$ cat src/rtl/text_console_writer.sv
// Character-stream to text-RAM writer: places printable codes at the cursor and
// handles CR/LF/BS/FF, clearing rows (or the whole screen) with the blank character.
module text_console_writer #(
  parameter int         COLS  = 80,
  parameter int         ROWS  = 30,
  parameter logic [7:0] BLANK = 8'h20
) (
  input  logic        clk,
  input  logic        rst,
  input  logic        ch_valid,
  input  logic [7:0]  ch_data,
  output logic        ch_ready,
  input  logic [7:0]  attr,
  output logic [11:0] ram_addr,
  output logic [15:0] ram_data,
  output logic        ram_we,
  output logic [6:0]  cursor_col,
  output logic [4:0]  cursor_row,
  output logic        busy
);

  typedef enum logic [1:0] {IDLE, WRITE, CLR_ROW, CLR_ALL} state_t;

  localparam logic [11:0] COLS_W = 12'(COLS);
  localparam logic [11:0] TOTAL  = 12'(COLS * ROWS);

  state_t      state;
  logic [11:0] clr_cnt;
  logic        wrap_pend;
  logic [11:0] row_base;
  logic [11:0] cur_addr;
  logic [4:0]  row_next;
  logic        last_col;
  logic        printable;

  assign row_base  = 12'(cursor_row) * COLS_W;
  assign cur_addr  = row_base + {5'd0, cursor_col};
  assign row_next  = (cursor_row == 5'(ROWS - 1)) ? 5'd0 : cursor_row + 5'd1;
  assign last_col  = (cursor_col == 7'(COLS - 1));
  assign printable = (ch_data >= 8'h20) && (ch_data <= 8'h7E);

  // Cursor moves at transfer time; WRITE only presents the single RAM strobe.
  always_ff @(posedge clk or negedge rst) begin
    if (!rst) begin
      state      <= CLR_ALL;
      clr_cnt    <= '0;
      wrap_pend  <= 1'b0;
      ram_we     <= 1'b0;
      ram_addr   <= '0;
      ram_data   <= '0;
      cursor_col <= '0;
      cursor_row <= '0;
      ch_ready   <= 1'b0;
      busy       <= 1'b1;
    end else begin
      ram_we <= 1'b0;
      case (state)
        IDLE: begin
          if (ch_valid && ch_ready) begin
            if (printable) begin
              state    <= WRITE;
              ch_ready <= 1'b0;
              busy     <= 1'b1;
              ram_we   <= 1'b1;
              ram_addr <= cur_addr;
              ram_data <= {attr, ch_data};
              if (last_col) begin
                cursor_col <= '0;
                cursor_row <= row_next;
                wrap_pend  <= 1'b1;
              end else begin
                cursor_col <= cursor_col + 7'd1;
                wrap_pend  <= 1'b0;
              end
            end else begin
              case (ch_data)
                8'h0A: begin
                  cursor_col <= '0;
                  cursor_row <= row_next;
                  clr_cnt    <= '0;
                  state      <= CLR_ROW;
                  ch_ready   <= 1'b0;
                  busy       <= 1'b1;
                end
                8'h0D: cursor_col <= '0;
                8'h08: begin
                  if (cursor_col != 7'd0) begin
                    cursor_col <= cursor_col - 7'd1;
                    wrap_pend  <= 1'b0;
                    state      <= WRITE;
                    ch_ready   <= 1'b0;
                    busy       <= 1'b1;
                    ram_we     <= 1'b1;
                    ram_addr   <= cur_addr - 12'd1;
                    ram_data   <= {attr, BLANK};
                  end
                end
                8'h0C: begin
                  cursor_col <= '0;
                  cursor_row <= '0;
                  clr_cnt    <= '0;
                  state      <= CLR_ALL;
                  ch_ready   <= 1'b0;
                  busy       <= 1'b1;
                end
                default: ;
              endcase
            end
          end
        end
        WRITE: begin
          clr_cnt <= '0;
          if (wrap_pend) begin
            state <= CLR_ROW;
          end else begin
            state    <= IDLE;
            ch_ready <= 1'b1;
            busy     <= 1'b0;
          end
        end
        CLR_ROW: begin
          if (clr_cnt < COLS_W) begin
            ram_we   <= 1'b1;
            ram_addr <= row_base + clr_cnt;
            ram_data <= {attr, BLANK};
            clr_cnt  <= clr_cnt + 12'd1;
          end else begin
            state    <= IDLE;
            ch_ready <= 1'b1;
            busy     <= 1'b0;
          end
        end
        CLR_ALL: begin
          if (clr_cnt < TOTAL) begin
            ram_we   <= 1'b1;
            ram_addr <= clr_cnt;
            ram_data <= {attr, BLANK};
            clr_cnt  <= clr_cnt + 12'd1;
          end else begin
            state    <= IDLE;
            ch_ready <= 1'b1;
            busy     <= 1'b0;
          end
        end
        default: begin
          state    <= IDLE;
          ch_ready <= 1'b1;
          busy     <= 1'b0;
        end
      endcase
    end
  end

endmodule

$ cat config.mk
export PLATFORM = sky130hd
export DESIGN_NAME = text_console_writer
export DESIGN_NICKNAME = d
export VERILOG_FILES = /design/src/rtl/text_console_writer.sv
export SDC_FILE = /design/constraint.sdc
export NUM_CORES = 1
export LEC_CHECK = 0
export BUFFER_PORTS_ARGS = -buffer_cell sky130_fd_sc_hd__buf_2
export CORE_UTILIZATION = 42
export DETAILED_ROUTE_END_ITERATION = 12
export PLACE_DENSITY = 0.62
export SYNTH_ARGS = -nofsm -noshare
export SYNTH_HDL_FRONTEND = slang
export SYNTH_SLANG_ARGS = --single-unit
$ cat constraint.sdc
create_clock -name clk -period 4.72 [get_ports clk]
set_clock_uncertainty 0.05 [all_clocks]
set_input_delay 0.944 -clock clk [delete_from_list [all_inputs] [get_ports clk]]
set_output_delay 0.944 -clock clk [all_outputs]
set_load 0.005 [all_outputs]
==> flow_summary_export.csv <==
group,metric,value,unit
pwr,power.net_switching,507,uW
flow_run,max_cap_violations,0,
logic_synthesis,area_share_of_the_leading_cell_type_in_the_synthesized_netlist,0.345,
global_route,grt_util_all_layers,0.216,
worst_setup_path,worst-setup-path-type,"reg -> reg",
route,wl,10000,um
cts,cts_root_buffer,"sky130_fd_sc_hd__clkbuf_8",
die,initial_core_util,0.432,
worst_setup_path,setup.worst_path.end_class,"flop",
timing,slew-limit-headroom,0.380,
global_route,grt_first_pass_wirelength,16700,um
pwr,power.density,339,mW/mm^2
logic_synthesis,syn-num-nets,513,
timing,drv_slew,0,
route,post_drt_antenna_nets,0,
route,vias,3610,
timing,finalHoldViolations,0,
logic_synthesis,synth.avg_cell_area,8.51,um^2
cts,cts_sinks,58,
logic_synthesis,synth_warnings,0,
worst_setup_path,critPathArrivalTime,3.65,ns
route,initial_drt_markers,206,
pwr,p_seq_frac,0.424,
cts,clock_buffers_created_by_tritoncts,9,
worst_setup_path,critical_path.max_fanout,9,
cts,worst_setup_hold_path_clk_slew,0.08,ns
timing,setup_viol,0,
die,floorplan.die_area,0.00989,mm^2
logic_synthesis,synth_cell_type_count,66,
pwr,share_of_power_burned_in_the_clock_network,0.338,
pwr,power_switching_share,0.327,
logic_synthesis,synth-seq-cells,58,
min_path,min_from,"ram_data[13]$_DFFE_PN0P_",
timing,worst-slew-pin-transition,0.927,ns
worst_setup_path,crit_path_cell_trace,"ha_1 > ha_1 > fa_1 > ha_1 > nand3_1 > o2111ai_1 > a21o_1 > a21oi_1 > xnor2_1 > o221ai_2 > o22a_1",
logic_synthesis,netlist.top_cell.by_area,"sky130_fd_sc_hd__dfrtp_1",
cts,ctsHtreeMaxLevel,3,
global_route,grt_max_degree,59,
finish,area_growth,14.6,%
timing,final.hold.worst_slack,0.411,ns
finish,fillCellCount,881,
cts,worst_skew_pair.late_latency,0.34,ns
logic_synthesis,synth-edff-count,0,
timing,layout_setup_ws,1.25,ns
finish,finalNetCount,562,
min_path,min_path_cells,2,
die,die_height,99.5,um
pwr,power.total,1.55,mW
route,remaining_drc_errors,0,
cts,ctsLongestPathBuffers,2,
die,fp.coreArea,0.00924,mm^2
worst_setup_path,crit_path_start,"cursor_row[1]$_DFFE_PN0P_",
die,rows,35,
worst_setup_path,worst_r2r_path_depth,11,
logic_synthesis,seq_total_area_yosys,0.365,
placement,pre_cts_ws,1.19,ns
cts,tritoncts,"done",
pwr,leakage,2.15,nW
pwr,ir_worst_vdd,0.148,mV
logic_synthesis,postSynth.asyncResetShare,1.00,
global_route,grt_pass1_vias,3353,
route,drt_first_pass_iters,4,
worst_setup_path,critPathMaxStageDelay,0.66,ns
cts,post_cts.repair.setup_buffers,0,
timing,timing.final.crit_share,0.735,
cts,ctsResizeCount,0,
worst_setup_path,worst_setup_path_start_kind,"flop",
finish,antenna_cells,0,
logic_synthesis,synth.area.top_cells,"sky130_fd_sc_hd__dfrtp_1 34%, sky130_fd_sc_hd__nand2_1 9.0%, sky130_fd_sc_hd__ha_1 6.9%, sky130_fd_sc_hd__o21ai_0 5.0%, sky130_fd_sc_hd__xnor2_1 3.3%",
logic_synthesis,most_instantiated_flip_flop_cell_in_the_synthesis_netlist,"sky130_fd_sc_hd__dfrtp_1",
die,die-width,99.5,um
min_path,hold_path.class,"reg -> reg",
placement,finalWeightedCongestion,0.907,
pwr,power.combinational.fraction,0.238,
placement,hpwl_after_detailed_placement,7160,um
worst_setup_path,r2r_start,"cursor_row[1]$_DFFE_PN0P_",
timing,final_period_minus_worst_setup_slack,3.47,ns
cts,cts_hold_buf,0,
timing,max_clock_freq,288,MHz
worst_setup_path,worst_ep_required_time,4.90,ns
logic_synthesis,post_synth_instance_area,0.00399,mm^2
worst_setup_path,critical_path_s_most_frequent_cell,"sky130_fd_sc_hd__ha_1",
global_route,grt-ovfl-total,0,
worst_setup_path,critical_path.slowest_cell,"sky130_fd_sc_hd__fa_1",
logic_synthesis,synth_cells,469,
outcome,status,"completed",
pwr,cellInternalPower,1.04,mW
die,top_level_ports,62,
placement,i_o_buffers,61,
route,viasPerCell,5.54,
finish,layout-drive-gt1-share,0.182,
route,routedWlPerCell,15.3,um
global_route,grt_antenna_before_repair,0,
timing,grt_setup_unrepaired,"false",
timing,aggregate_negative_setup_slack,0,ns
cells in the mapped netlist, drive strengths merged (5+ instances only):
cell / count
ha: 22
nor3: 10
nand3: 19
a21oi: 19
o31ai: 7
buf: 8
and3: 7
dfrtp: 55
inv: 16
nand2: 96
xor2: 8
nand3b: 6
a21o: 6
o211ai: 6
o21ai: 43
xnor2: 15
o221ai: 6
nor2: 27
nor4: 5
clkbuf: 18
registers in the layout, summed over array words and instances, names as in the netlist:
name,flops
ch_ready,1
busy,1
cursor_row,5
cursor_col,7
state,2
ram_data,16
ram_addr,12
ram_we,1
clr_cnt,12
wrap_pend,1
per-stage QoR:
| step | area, um^2 | cells | util |
|---|---|---|---|
| after floorplan | 3990 | 469 | - |
| after CTS | 4570 | 652 | 0.495 |
| after detailed placement | 4360 | 636 | 0.471 |
| after global routing | 4570 | 652 | 0.495 |
| final | 4570 | 652 | 0.495 |
| after global placement | 4360 | 636 | 0.471 |
power by group through the flow:
stage | sequential, mW | combinational, mW | clock [mW]
after global placement | 0.666 | 0.365 | 0
after detailed placement | 0.667 | 0.370 | 0
after CTS | 0.657 | 0.372 | 0.533
after global routing | 0.672 | 0.419 | 0.554
final | 0.658 | 0.369 | 0.523
after floorplan | 0.642 | 0.239 | 0
critical path, delay by kind of cell (launching register included):
kind            cells  cell delay (ns)
compound gates      5             0.92
xor+xnor            1             0.18
fa+ha+maj           4             1.53
flops               1             0.59
simple gates        1             0.10
cells by family (layout without fill, tap and decap cells):
group                      count (synthesis)  in the layout  synth area share
and+or+nand+nor                          194            194             0.234
AOI/OAI and AO/OA                        122            122             0.204
DFF                                       58             58             0.365
buffers and inverters                     42             96            0.0461
adders and majority gates                 25             25            0.0840
xor gates and xnor gates                  24             24            0.0561
muxes                                      4              4            0.0103
cell usage in the layout, fill, tap and decap left out, types with 3 or more instances in the layout:
cell and n:
sky130_fd_sc_hd__a21o_1 6, sky130_fd_sc_hd__a21oi_1 19, sky130_fd_sc_hd__a22oi_1 4, sky130_fd_sc_hd__a31oi_1 4
sky130_fd_sc_hd__and2_1 4, sky130_fd_sc_hd__and3_1 7, sky130_fd_sc_hd__buf_2 61, sky130_fd_sc_hd__buf_4 3
sky130_fd_sc_hd__clkbuf_8 9, sky130_fd_sc_hd__dfrtp_1 55, sky130_fd_sc_hd__dfstp_2 3, sky130_fd_sc_hd__fa_1 3
sky130_fd_sc_hd__ha_1 22, sky130_fd_sc_hd__inv_1 15, sky130_fd_sc_hd__mux2i_1 3, sky130_fd_sc_hd__nand2_1 96
sky130_fd_sc_hd__nand3_1 19, sky130_fd_sc_hd__nand3b_1 6, sky130_fd_sc_hd__nor2_1 27, sky130_fd_sc_hd__nor3_1 8
sky130_fd_sc_hd__nor4_1 4, sky130_fd_sc_hd__o211ai_1 6, sky130_fd_sc_hd__o21ai_0 40, sky130_fd_sc_hd__o21ai_1 3
sky130_fd_sc_hd__o221ai_1 5, sky130_fd_sc_hd__o22a_1 3, sky130_fd_sc_hd__o22ai_1 3, sky130_fd_sc_hd__o31ai_1 7
sky130_fd_sc_hd__xnor2_1 15, sky130_fd_sc_hd__xor2_1 8
routing by layer:
| layer | vias up | share of wire | global-route usage |
|---|---|---|---|
| met3 | 12 | 0.045 | 0.0387 |
| met2 | 102 | 0.43 | 0.323 |
| met4 | 0 | 0.013 | 0.0735 |
| met5 | - | 0 | 0 |
| met1 | 1721 | 0.51 | 0.313 |
| li1 | 1775 | - | - |
cell type report:
class | instances | area, um^2 | share of cell area
Clock buffer | 10 | 128 | 0.0279
Clock inverter | 6 | 90.1 | 0.0197
Sequential cell | 58 | 1460 | 0.318
Timing Repair Buffer | 64 | 328 | 0.0717
Inverter | 16 | 60.1 | 0.0131
Multi-Input combinational cell | 369 | 2350 | 0.514
Tap cell | 129 | 161 | 0.0353
final timing paths:
| kind | endpoint | slack [ns] |
|---|---|---|
| min in group asynchronous | ram_data[15]$_DFFE_PN0P_ | 0.70 |
| max reg2reg | ram_addr[11]$_DFFE_PN0P_ | 1.25 |
| min | ram_data[13]$_DFFE_PN0P_ | 0.41 |
| max | ram_addr[11]$_DFFE_PN0P_ | 1.25 |
| min reg2reg | ram_data[13]$_DFFE_PN0P_ | 0.41 |
| max in group asynchronous | ram_data[13]$_DFFE_PN0P_ | 3.44 |
Note: power is estimated with default switching activity, not from simulation.
